--- src/rtl/fifo_pkg.sv ---
// Shared types and helpers for the multi-channel synchronous FIFO.
package fifo_pkg;

  typedef struct packed {
    logic full;
    logic empty;
    logic afull;
    logic aempty;
    logic ovf;
    logic udf;
  } ch_flags_t;

  // Channel-select width; a single channel still needs a 1-bit select.
  function automatic int ch_width(input int n);
    return (n > 1) ? $clog2(n) : 1;
  endfunction

  // LSB of channel ch inside the packed fill_level bus.
  function automatic int lvl_lsb(input int ch, input int ptr_w);
    return ch * (ptr_w + 1);
  endfunction

endpackage

--- src/rtl/fifo_ch_ctrl.sv ---
// Per-channel pointers, level, status and sticky errors; flags are decoded from registered pointers.
// Writes to a full channel and reads from an empty one are refused and latched as overflow/underflow.
module fifo_ch_ctrl
  import fifo_pkg::*;
#(
  parameter int DEPTH = 8,
  parameter int AF    = 6,
  parameter int AE    = 2,
  localparam int PTR_W = $clog2(DEPTH),
  localparam int LVL_W = PTR_W + 1
) (
  input  logic             clk,
  input  logic             rst_n,
  input  logic             wr_req_i,
  input  logic             rd_req_i,
  input  logic             clr_err_i,
  output logic             wr_ok_o,
  output logic             rd_ok_o,
  output logic [PTR_W-1:0] waddr_o,
  output logic [PTR_W-1:0] raddr_o,
  output logic [LVL_W-1:0] level_o,
  output ch_flags_t        flags_o
);

  logic [LVL_W-1:0] wptr_q, wptr_d;
  logic [LVL_W-1:0] rptr_q, rptr_d;
  logic             ovf_q, ovf_d;
  logic             udf_q, udf_d;
  logic [LVL_W-1:0] level;
  logic             full;
  logic             empty;

  // Extra pointer MSB separates full (level == DEPTH) from empty (level == 0).
  assign level = wptr_q - rptr_q;
  assign full  = (level == LVL_W'(DEPTH));
  assign empty = (level == '0);

  assign wr_ok_o = wr_req_i && !full;
  assign rd_ok_o = rd_req_i && !empty;
  assign waddr_o = wptr_q[PTR_W-1:0];
  assign raddr_o = rptr_q[PTR_W-1:0];
  assign level_o = level;

  always_comb begin
    wptr_d = wptr_q;
    rptr_d = rptr_q;
    ovf_d  = ovf_q;
    udf_d  = udf_q;
    if (wr_ok_o) wptr_d = wptr_q + LVL_W'(1);
    if (rd_ok_o) rptr_d = rptr_q + LVL_W'(1);
    // A new error in the clearing cycle must not be lost.
    if (clr_err_i) begin
      ovf_d = 1'b0;
      udf_d = 1'b0;
    end
    if (wr_req_i && full)  ovf_d = 1'b1;
    if (rd_req_i && empty) udf_d = 1'b1;
  end

  always_ff @(posedge clk or negedge rst_n) begin
    if (!rst_n) begin
      wptr_q <= '0;
      rptr_q <= '0;
      ovf_q  <= 1'b0;
      udf_q  <= 1'b0;
    end else begin
      wptr_q <= wptr_d;
      rptr_q <= rptr_d;
      ovf_q  <= ovf_d;
      udf_q  <= udf_d;
    end
  end

  always_comb begin
    flags_o.full   = full;
    flags_o.empty  = empty;
    flags_o.afull  = (level >= LVL_W'(AF));
    flags_o.aempty = (level <= LVL_W'(AE));
    flags_o.ovf    = ovf_q;
    flags_o.udf    = udf_q;
  end

endmodule

--- src/rtl/sync_fifo_mc.sv ---
// NUM_CH independent FIFOs sharing one storage array; read data is registered, valid one cycle after rd_en.
// No stall path: refused requests are dropped and flagged per channel via overflow/underflow.
module sync_fifo_mc
  import fifo_pkg::*;
#(
  parameter int FIFO_WIDTH = 64,
  parameter int FIFO_DEPTH = 8,
  parameter int NUM_CH     = 4,
  parameter int AF_THRESH  = 6,
  parameter int AE_THRESH  = 2,
  localparam int PTR_WIDTH = $clog2(FIFO_DEPTH),
  localparam int CH_W      = ch_width(NUM_CH)
) (
  input  logic                              clk,
  input  logic                              rst_n,
  input  logic                              wr_en,
  input  logic [CH_W-1:0]                   wr_ch,
  input  logic [FIFO_WIDTH-1:0]             data_in,
  input  logic                              rd_en,
  input  logic [CH_W-1:0]                   rd_ch,
  input  logic                              clr_err,
  output logic [FIFO_WIDTH-1:0]             data_out,
  output logic                              rd_valid,
  output logic [NUM_CH-1:0]                 fifo_full,
  output logic [NUM_CH-1:0]                 fifo_empty,
  output logic [NUM_CH-1:0]                 almost_full,
  output logic [NUM_CH-1:0]                 almost_empty,
  output logic [NUM_CH*(PTR_WIDTH+1)-1:0]   fill_level,
  output logic [NUM_CH-1:0]                 overflow,
  output logic [NUM_CH-1:0]                 underflow
);

  localparam int LVL_W     = PTR_WIDTH + 1;
  localparam int ADDR_W    = CH_W + PTR_WIDTH;
  localparam int MEM_DEPTH = NUM_CH * FIFO_DEPTH;

  logic [NUM_CH-1:0]                 wr_ok;
  logic [NUM_CH-1:0]                 rd_ok;
  logic [NUM_CH-1:0][PTR_WIDTH-1:0]  ch_waddr;
  logic [NUM_CH-1:0][PTR_WIDTH-1:0]  ch_raddr;
  ch_flags_t [NUM_CH-1:0]            ch_flags;
  logic [ADDR_W-1:0]                 waddr;
  logic [ADDR_W-1:0]                 raddr;
  logic [FIFO_WIDTH-1:0]             mem [MEM_DEPTH];
  logic [FIFO_WIDTH-1:0]             data_out_q, data_out_d;
  logic                              rd_valid_q, rd_valid_d;

  for (genvar c = 0; c < NUM_CH; c++) begin : g_ch
    fifo_ch_ctrl #(
      .DEPTH (FIFO_DEPTH),
      .AF    (AF_THRESH),
      .AE    (AE_THRESH)
    ) u_ctrl (
      .clk       (clk),
      .rst_n     (rst_n),
      .wr_req_i  (wr_en && (wr_ch == CH_W'(c))),
      .rd_req_i  (rd_en && (rd_ch == CH_W'(c))),
      .clr_err_i (clr_err),
      .wr_ok_o   (wr_ok[c]),
      .rd_ok_o   (rd_ok[c]),
      .waddr_o   (ch_waddr[c]),
      .raddr_o   (ch_raddr[c]),
      .level_o   (fill_level[lvl_lsb(c, PTR_WIDTH) +: LVL_W]),
      .flags_o   (ch_flags[c])
    );

    assign fifo_full[c]    = ch_flags[c].full;
    assign fifo_empty[c]   = ch_flags[c].empty;
    assign almost_full[c]  = ch_flags[c].afull;
    assign almost_empty[c] = ch_flags[c].aempty;
    assign overflow[c]     = ch_flags[c].ovf;
    assign underflow[c]    = ch_flags[c].udf;
  end

  // At most one channel is selected per side, so the accepted one owns the address.
  always_comb begin
    waddr = '0;
    raddr = '0;
    for (int c = 0; c < NUM_CH; c++) begin
      if (wr_ok[c]) waddr = {CH_W'(c), ch_waddr[c]};
      if (rd_ok[c]) raddr = {CH_W'(c), ch_raddr[c]};
    end
  end

  always_ff @(posedge clk) begin
    if (|wr_ok) mem[waddr] <= data_in;
  end

  always_comb begin
    data_out_d = data_out_q;
    rd_valid_d = |rd_ok;
    if (|rd_ok) data_out_d = mem[raddr];
  end

  always_ff @(posedge clk or negedge rst_n) begin
    if (!rst_n) begin
      data_out_q <= '0;
      rd_valid_q <= 1'b0;
    end else begin
      data_out_q <= data_out_d;
      rd_valid_q <= rd_valid_d;
    end
  end

  assign data_out = data_out_q;
  assign rd_valid = rd_valid_q;

endmodule
--- config.mk ---
export PLATFORM = sky130hd
export DESIGN_NAME = sync_fifo_mc
export DESIGN_NICKNAME = d
export VERILOG_FILES = /design/src/rtl/fifo_pkg.sv /design/src/rtl/fifo_ch_ctrl.sv /design/src/rtl/sync_fifo_mc.sv
export SDC_FILE = /design/constraint.sdc
export NUM_CORES = 2
export LEC_CHECK = 0
export ABC_AREA = 0
export CAP_MARGIN = 20
export CORE_MARGIN = 5
export CORE_UTILIZATION = 60
export DETAILED_ROUTE_END_ITERATION = 12
export GPL_ROUTABILITY_DRIVEN = 0
export MAX_ROUTING_LAYER = met4
export PLACE_DENSITY = 0.77
export SLEW_MARGIN = 20
export SYNTH_ARGS = -nofsm -noshare
export SYNTH_HDL_FRONTEND = slang
export SYNTH_SLANG_ARGS = --single-unit
--- constraint.sdc ---
create_clock -name clk -period 13.6 [get_ports clk]
set_input_delay 3.4 -clock clk [delete_from_list [all_inputs] [get_ports clk]]
set_output_delay 3.4 -clock clk [all_outputs]
set_load 0.01 [all_outputs]
==> results.yml <==
cts:
  cts-resized-gates: 0
  clk_pin_slew_ps: 60
  clock_latency_ps: 850
  numCtsBuffers: 204
  cts_hold_buf: 0
  post_cts_buffers: 0
  cts_tree: "yes"
  clockBufferDepth: 3
  root_buffer: "clkbuf_16"
  cts.sink_count: 2153
  htreeDepth: 4
final_layout:
  multiInputGateArea_sq_um: 18000
  seq_area_sq_um: 64100
  drive_gt1_frac: 0.0930
  area_growth_pct: 12.3
  nets: 5423
  fillCellCount: 8880
floorplan:
  ios: 178
  dieArea_sq_um: 147000
  core_area_sq_um: 139000
  die_w_microns: 383
  num_rows: 137
  start_util: 0.601
  die_y_microns: 383
timing:
  setup_slack_ps: 4220
  slew-limit-headroom: 0.208
  fin_crit_sh: 0.690
  hold_viol: 0
  slew_violations: 0
  tightestPinTransition_ps: 1190
  setup_tns_ps: 0
  setup_viol: 0
  grt_setup_unrepaired: "false"
  min_period_ps: 9380
  clock.fmax_mhz: 107
  clock_skew_ps: 59.8
detailed_routing:
  wl_per_cell_microns: 30.6
  firstDrtPassIters: 6
  ant_nets: 0
  dr_total_vias: 49755
  viasPerCell: 6.73
  postRouteWirelength_microns: 226000
  drc: 0
  drt_first_iter_violations: 7415
synth:
  avgSynthCellArea_sq_um: 16.2
  synth_xor_area_frac: 0.00335
  syn_area_sq_um: 83600
  synth_compound_gate_area_share: 0.0681
  synth_cell_type_count: 71
  synthMuxAreaShare: 0.0731
  synth_most_common_cell: "edfxtp_1"
  synth_common_cells: "2048 x edfxtp_1, 737 x nand2_1, 516 x mux2i_1"
  synthAdderAreaFrac: 0.00395
  synth_seq_cells: 2153
  ys_warn_count: 0
  netlist_top_cells_area: "edfxtp_1 74%, mux2i_1 6.2%, nand2_1 3.3%"
  async_flop_share: 0.0488
  ys_seq_area_frac: 0.767
  synth_ff_type: "edfxtp_1"
  synth_top_family_by_area: "multiplexers"
  synth_nets: 5262
  synth_cells: 5165
  synth-simple-area-share: 0.0625
  synth-edff-count: 2048
  yosys.area.top_type_share: 0.736
  netlist.top_cell.by_area: "edfxtp_1"
setup_path:
  critical_path.endpoint_type: "flop"
  start_kind: "input port"
  cp.arrival_ps: 10100
  crit_fanout: 125
  critical_path_class: "input port to flop"
  worstPathRequired_ps: 14320
global_routing:
  antenna_found_initial: 12
  grt_usage: 0.315
  grt_max_degree: 158
  grt_pass1_wl_microns: 326000
  use_met2: 0.479
  grt_pass1_vias: 48320
  met3_usage: 0.0676
  busiest_layer: "met2"
  met1_usage: 0.429
  grt_overflow: 0
run_status:
  outcome: "finished, final reports clean"
place:
  dp_hpwl_microns: 113000
  place_ws_ps: 3490
  portBuffers: 177
power_and_ir_drop:
  p_switching_w: 0.00609
  power_frac_seq: 0.430
  p_clk_frac: 0.296
  power.density_nw_per_um2: 200
  swShare: 0.324
  cellLeakagePower_nw: 32.6
  pwr-share-comb: 0.274
  finalPower_w: 0.0188
  peakVddDrop_mv: 0.220
  p_int_w: 0.0127
flow_run:
  drv_cap: 0
hold_path:
  hold_class: "flop to flop"
[per-stage QoR]
step	area, sq um	hold WS (ps)	util	std cells
after floorplan	83600	448	-	5165
after detailed placement	87300	476	0.628	6996
final	93900	489	0.675	7391
after global routing	93900	508	0.675	7391
after global placement	87300	469	0.628	6994
after CTS	93900	493	0.676	7382
[final timing paths]
kind,start,endpoint,slack [ps],depth (start not counted)
setup / recovery,rd_ch[0],data_out[51],4220,12
hold / removal,g_ch[2].u_ctrl.wptr_q[3],g_ch[2].u_ctrl.wptr_q[3],490,1
setup reg to reg,g_ch[3].u_ctrl.rptr_q[0],data_out[51],5600,15
hold reg to reg,g_ch[2].u_ctrl.wptr_q[3],g_ch[2].u_ctrl.wptr_q[3],490,1
max in group asynchronous,rst_n,data_out[13],9490,2
min in group asynchronous,rst_n,g_ch[1].u_ctrl.ovf_q,2680,1
[worst max-delay path, stage by stage]
cell and delay, ps:
clkdlybuf4s50_1 490, nand3_1 220, a31o_4 390, buf_4 860
o2111ai_1 470, nand2_4 870, buf_12 690, buf_4 910
buf_4 680, mux4_2 590, a31oi_1 180, a211oi_1 110
[area by class of cell]
type	instances	share of cell area
multi-input combinational	2647	0.192
sequential	2153	0.683
timing repair buffer	288	0.0279
antenna	9	0.000240
tap	1876	0.0250
inverter	32	0.00128
clock inverter	90	0.0104
clock buffer	296	0.0601
[registers in the layout (all words and copies together) (netlist names)]
register            count
data_out               64
g_ch.u_ctrl.ovf_q       4
g_ch.u_ctrl.wptr_q     16
rd_valid                1
g_ch.u_ctrl.udf_q       4
mem                  2048
g_ch.u_ctrl.rptr_q     16
[per-layer routing]
layer	part of all wire	wire, microns
met4	0.036	8140
met1	0.36	82200
met5	0	0
met2	0.47	107000
met3	0.13	29400
[power groups by stage]
stage	Clock (W)	Combinational (W)	Sequential, W
after floorplan	0	0.00314	0.00815
after global placement	0	0.00495	0.00820
after detailed placement	0	0.00506	0.00822
after CTS	0.00559	0.00509	0.00809
after global routing	0.00589	0.00542	0.00812
final	0.00556	0.00516	0.00809
[cells in the final DEF, fill, tap and decap left out, drive strengths merged, types with 23 or more instances in the layout]
cell / synthesis / routed
buf: 192 / 124
or4: 34 / 34
a32oi: 65 / 65
a211oi: 45 / 45
clkinv: 0 / 70
a22o: 45 / 45
inv: 32 / 37
nand2: 738 / 738
a21oi: 111 / 111
a31oi: 101 / 101
clkbuf: 141 / 296
mux2i: 516 / 516
o221ai: 55 / 55
dfrtp: 105 / 105
o21ai: 86 / 86
mux4: 40 / 40
nand3: 295 / 295
o2bb2ai: 43 / 43
nor2: 58 / 58
o22ai: 204 / 204
xnor2: 23 / 23
edfxtp: 2048 / 2048
nor3: 31 / 31
clkdlybuf4s50: 0 / 164
[kinds of logic (layout without fill, tap and decap cells)]
logic type	after synthesis	count (layout)
other	0	9
xor gates and xnor gates	32	32
and+or+nand+nor	1206	1206
DFF	2153	2153
buffers and inverters	365	706
muxes	560	560
adders and majority gates	24	24
AOI/OAI and AO/OA	825	825
(Power assumes the default switching activity.)
